**config.mk**
```make
export PLATFORM = sky130hd
export DESIGN_NAME = closest_hit_resolver
export DESIGN_NICKNAME = d
export VERILOG_FILES = /design/src/rtl/closest_hit_resolver.sv
export SDC_FILE = /design/constraint.sdc
export NUM_CORES = 2
export LEC_CHECK = 0
export ABC_CLOCK_PERIOD_IN_PS = 59700
export CORE_ASPECT_RATIO = 0.9
export CORE_MARGIN = 2
export CORE_UTILIZATION = 50
export DETAILED_ROUTE_END_ITERATION = 12
export PLACE_DENSITY = 0.7
export SLEW_MARGIN = 15
export SYNTH_ARGS = -nofsm -noshare
export SYNTH_HDL_FRONTEND = slang
export SYNTH_SLANG_ARGS = --single-unit
```
**constraint.sdc**
```tcl
create_clock -name aclk -period 59.7 [get_ports aclk]
set_input_delay 17.91 -clock aclk [delete_from_list [all_inputs] [get_ports aclk]]
set_output_delay 17.91 -clock aclk [all_outputs]
set_load 0.005 [all_outputs]
```
**src/rtl/closest_hit_resolver.sv**
```systemverilog
// Streaming closest-hit stage: min-t reduction over each tlast-delimited batch, one record per pixel into an output FIFO.
// Latency: record visible one edge after tlast is accepted; in_tready drops only when the output FIFO is full.
module closest_hit_resolver #(
  parameter int              SIZE      = 32,
  parameter int              IDX_W     = 4,
  parameter int              PAYLOAD_W = 192,
  parameter int              OUT_DEPTH = 4,
  parameter logic [SIZE-1:0] T_MIN     = 32'h3a83126f,
  parameter int              CNT_W     = 5
) (
  input  logic                 aclk,
  input  logic                 areset,
  input  logic [SIZE-1:0]      in_t,
  input  logic [IDX_W-1:0]     in_obj_idx,
  input  logic [PAYLOAD_W-1:0] in_payload,
  input  logic                 in_miss,
  input  logic                 in_tlast,
  input  logic [10:0]          in_hcount,
  input  logic [9:0]           in_vcount,
  input  logic                 in_tvalid,
  output logic                 in_tready,
  output logic [SIZE-1:0]      out_t,
  output logic [IDX_W-1:0]     out_obj_idx,
  output logic [PAYLOAD_W-1:0] out_payload,
  output logic                 out_hit,
  output logic [CNT_W-1:0]     out_hit_count,
  output logic [10:0]          out_hcount,
  output logic [9:0]           out_vcount,
  output logic                 out_tvalid,
  input  logic                 out_tready
);

  localparam int EXP_W = (SIZE == 64) ? 11 : ((SIZE == 16) ? 5 : 8);
  localparam int MAN_W = SIZE - 1 - EXP_W;
  localparam logic [SIZE-1:0] FLOAT_MAX = {1'b0, {(EXP_W-1){1'b1}}, 1'b0, {MAN_W{1'b1}}};
  localparam int AW = $clog2(OUT_DEPTH);

  typedef struct packed {
    logic [SIZE-1:0]      t;
    logic [IDX_W-1:0]     idx;
    logic [PAYLOAD_W-1:0] payload;
    logic                 hit;
    logic [CNT_W-1:0]     cnt;
    logic [10:0]          hcount;
    logic [9:0]           vcount;
  } rec_t;

  logic [SIZE-1:0]      best_t_q, best_t_d;
  logic [IDX_W-1:0]     best_idx_q, best_idx_d;
  logic [PAYLOAD_W-1:0] best_pl_q, best_pl_d;
  logic [CNT_W-1:0]     cnt_q, cnt_d;
  logic                 first_q, first_d;

  rec_t                 mem_q [OUT_DEPTH];
  logic [AW:0]          wr_ptr_q, rd_ptr_q;

  logic                 in_fire, push, pop, fifo_full, fifo_empty;
  logic                 valid_hit, take;
  logic [SIZE-1:0]      base_t, res_t;
  logic [IDX_W-1:0]     base_idx, res_idx;
  logic [PAYLOAD_W-1:0] base_pl, res_pl;
  logic [CNT_W-1:0]     base_cnt, res_cnt;
  rec_t                 push_rec, head;

  assign fifo_empty = (wr_ptr_q == rd_ptr_q);
  assign fifo_full  = (wr_ptr_q[AW] != rd_ptr_q[AW]) && (wr_ptr_q[AW-1:0] == rd_ptr_q[AW-1:0]);
  assign in_tready  = !fifo_full;
  assign in_fire    = in_tvalid && in_tready;
  assign push       = in_fire && in_tlast;
  assign pop        = out_tvalid && out_tready;

  // Positive finite floats order the same as their magnitude bits read as unsigned.
  always_comb begin
    valid_hit = !in_miss && !in_t[SIZE-1] && !(&in_t[SIZE-2 -: EXP_W]) &&
                (in_t[SIZE-2:0] > T_MIN[SIZE-2:0]);
    base_t    = first_q ? FLOAT_MAX : best_t_q;
    base_idx  = first_q ? '0 : best_idx_q;
    base_pl   = first_q ? '0 : best_pl_q;
    base_cnt  = first_q ? '0 : cnt_q;
    take      = valid_hit && (in_t[SIZE-2:0] < base_t[SIZE-2:0]);
    res_t     = take ? in_t : base_t;
    res_idx   = take ? in_obj_idx : base_idx;
    res_pl    = take ? in_payload : base_pl;
    res_cnt   = (valid_hit && !(&base_cnt)) ? base_cnt + CNT_W'(1) : base_cnt;
  end

  always_comb begin
    best_t_d   = best_t_q;
    best_idx_d = best_idx_q;
    best_pl_d  = best_pl_q;
    cnt_d      = cnt_q;
    first_d    = first_q;
    if (in_fire) begin
      if (in_tlast) begin
        best_t_d   = FLOAT_MAX;
        best_idx_d = '0;
        best_pl_d  = '0;
        cnt_d      = '0;
        first_d    = 1'b1;
      end else begin
        best_t_d   = res_t;
        best_idx_d = res_idx;
        best_pl_d  = res_pl;
        cnt_d      = res_cnt;
        first_d    = 1'b0;
      end
    end
  end

  always_comb begin
    push_rec         = '0;
    push_rec.t       = res_t;
    push_rec.idx     = res_idx;
    push_rec.payload = res_pl;
    push_rec.hit     = (res_cnt != '0);
    push_rec.cnt     = res_cnt;
    push_rec.hcount  = in_hcount;
    push_rec.vcount  = in_vcount;
  end

  always_ff @(posedge aclk or posedge areset) begin
    if (areset) begin
      best_t_q   <= FLOAT_MAX;
      best_idx_q <= '0;
      best_pl_q  <= '0;
      cnt_q      <= '0;
      first_q    <= 1'b1;
    end else begin
      best_t_q   <= best_t_d;
      best_idx_q <= best_idx_d;
      best_pl_q  <= best_pl_d;
      cnt_q      <= cnt_d;
      first_q    <= first_d;
    end
  end

  // Storage is cleared on reset so the idle head reads as all-zero data.
  always_ff @(posedge aclk or posedge areset) begin
    if (areset) begin
      wr_ptr_q <= '0;
      rd_ptr_q <= '0;
      for (int i = 0; i < OUT_DEPTH; i++) mem_q[i] <= '0;
    end else begin
      if (push) begin
        mem_q[wr_ptr_q[AW-1:0]] <= push_rec;
        wr_ptr_q                <= wr_ptr_q + 1'b1;
      end
      if (pop) rd_ptr_q <= rd_ptr_q + 1'b1;
    end
  end

  assign head          = mem_q[rd_ptr_q[AW-1:0]];
  assign out_tvalid    = !fifo_empty;
  assign out_t         = head.t;
  assign out_obj_idx   = head.idx;
  assign out_payload   = head.payload;
  assign out_hit       = head.hit;
  assign out_hit_count = head.cnt;
  assign out_hcount    = head.hcount;
  assign out_vcount    = head.vcount;

endmodule
```
==> run metrics <==
Buf+Inv Stages, Crit Path 4; Top FF cell, synth dfrtp_1; final-report max-slew violation count 0; Synth Cell Area 60,370 µm²; area grow syn2layout 16.59%; pwr/cell area ~57 nW/µm²; vias in the first global route approximately 48,000; Worst Path Required 60.36 ns; Root Driver clkbuf_16; CTS clk-pin slew, worst paths about 0.060 ns; CP Class in2reg; Worst-Skew Late Latency 0.77 ns; most used cell, CP buf_4; Worst setup SP type input pin; data arrival time of the critical path 24.26 ns; initial DRC count 5,186; CTS tree built; clk buf depth 3; Maximum Capacitance Violations 0; dpl hpwl 103,000 µm; Final ANT Viol Nets 0; cell area after placement between 60,000 and 70,000 µm²; Post-synth EDFFs 0; DRT Pass-1 Iters 6; worst r2r path cells 13; worst path cell trace clkdlybuf4s50_1 > ha_1 > nand4_1 > nor4bb_2 > a221oi_1 > o221ai_1 > or3_4 > buf_4 > buf_4 > buf_4 > o211ai_2 > a31oi_1; Wirelength per Cell 23.28 µm; mean number of vias per cell 6.427; Mapped Avg Cell Area 10.42 µm²; ys async rst share 100.0%; cts bufs inserted 135; crit-path max cell delay 0.90 ns; fin crit share 39.53%; Yosys reg bits 1,260; gr usage total 28.65%; DR vias 49,139; first-pass GRT wire length roughly 280,000 µm; worst hold path startpoint mem_q[231]; total power 4.030 mW; Nets about 6,200; CP top delay family buffers and inverters; Hold Path Sink mem_q[231]; Mapped Cells 5,792; highest-count cells in the layout ignoring fill and taps dfrtp_1, nor2_1, a31oi_1; Routed WL 178,000 µm; Fillers 9,931; design area about 70,000 µm²; final setup violating endpoints 0; GPL Wtd Cong 0.8160; # resized after CTS 0; relative slew slack 12.28%; critical path peak fanout 71; Die Y 333.7 µm; largest net degree at the start of global routing 199; status complete, no violations; Die ar. 123,500 µm²; DRC errors left 0; Fin Hold WS 0.4714 ns; sequential area share after synthesis 52.29%; Final Hold Viols 0; Pleak 28.17 nW; cell depth of the worst min-delay path 2; share of cells above drive strength 1 11.85%; Sink Count ~1,300; area of the core around 120,000 µm²; # hold bufs at CTS 0; crit path time final 23.60 ns; port bufs 511; Max Fclk 0.04238 GHz; IO Pins 512; Distinct cells, synth 58; RSZ-0062 raised after global routing no; most common cell after layout, fill and taps aside dfrtp_1; initial core utilization 50.58%; initial antenna violation count 28; FF-to-FF Start first_q; CP max stage cell buf_4; post-synth net total 6,084; number of synthesis warnings 0; final setup TNS 0 ns; DIE WIDTH 370.3 µm; H-tree Lvls 4; peak supply drop 0.03817 mV; r2r setup slk about 52 ns; row cnt 120; worst hold path type reg2reg; setup bufs post-CTS 0; Worst R2R End mem_q[159]; Worst Tran Pin Value 1.316 ns; gr ovfl total 0; Final Skew 0.02285 ns; critical path capture point type register
==> flip-flops by register name, summed over array words and instances (netlist names) <==
name        flops
mem_q        1020
best_pl_q     192
best_t_q       32
cnt_q           5
best_idx_q      4
rd_ptr_q        3
wr_ptr_q        3
first_q         1
==> area by class of cell <==
cell class	count	area, µm²	area share [%]
Antenna cell	18	45.04	0.06399
Clock buffer	217	4095	5.818
Clock inverter	25	287.8	0.4088
Inverter	6	37.54	0.05333
Multi-Input combinational cell	3949	26590	37.77
Sequential cell	1260	31580	44.87
Tap cell	1586	1984	2.819
Timing Repair Buffer	585	5772	8.200
==> worst reg2reg max path: stages, from the launching register on <==
cell,delay [ns]
dfstp_4,1.09
buf_4,0.67
nor2_1,0.23
ha_1,0.35
and4_1,0.22
nor4bb_2,0.73
a221oi_1,0.17
o221ai_1,0.19
or3_4,0.73
buf_4,0.82
buf_4,0.99
buf_4,0.94
o211ai_2,0.27
a31oi_1,0.26
==> synthesized netlist by cell type (100+ instances only) <==
cell / count / area share, %
o21ai_0: 104 / 0.86
o211ai_1: 260 / 3.2
nand3_1: 324 / 2.7
dfrtp_1: 1229 / 51
nor2_1: 855 / 5.3
o31ai_1: 124 / 1.5
o211ai_2: 100 / 2.1
nor3b_1: 116 / 1.4
clkbuf_1: 452 / 2.8
a31oi_1: 789 / 8.2
nand4_1: 120 / 1.2
nand2_1: 613 / 3.8
mux4_2: 255 / 9.5
==> power by group <==
group	leakage, nW	internal (mW)	total, mW	switching (mW)
sequential	15.4	1.26	1.50	0.239
combinational	10.6	0.859	1.69	0.831
clock	2.15	0.487	0.837	0.350
total	28.2	2.61	4.03	1.42
==> metrics by stage <==
| step | util [%] | std cells | setup slack, ns |
|---|---|---|---|
| final | 58.97 | 7646 | 36.10 |
| after global routing | 58.97 | 7644 | 35.82 |
| after CTS | 58.93 | 7628 | 35.99 |
| after detailed placement | 55.25 | 7386 | 35.14 |
| after global placement | 55.25 | 7386 | 35.23 |
| after floorplan | - | 5792 | 6.334 |
==> routing by layer <==
metal,GRT usage [%],share of wire [%]
met1,40.40,42
met2,43.90,47
met5,0,0.083
met3,5.703,8.0
met4,10.94,3.3
==> logic make-up after synthesis <==
logic type / synth area share, %
simple gates: 15.41
compound gates: 17.79
buf+inv: 3.915
fa+ha+maj: 0.7668
flops: 52.29
xor+xnor: 0.1306
mux: 9.691
==> how the worst max path moves through the flow <==
stage / cells after the start / slack (ns) / startpoint / to
global placement: 12 / 35.23 / in_t[30] / mem_q[885]
finish: 12 / 36.10 / in_t[30] / mem_q[159]
CTS: 12 / 35.99 / in_t[30] / mem_q[159]
detailed placement: 12 / 35.14 / in_t[30] / mem_q[870]
floorplan: 1 / 6.33 / areset / best_idx_q[0]
global route: 12 / 35.82 / in_t[30] / mem_q[112]
No activity file was read; power rests on OpenSTA's default activity.
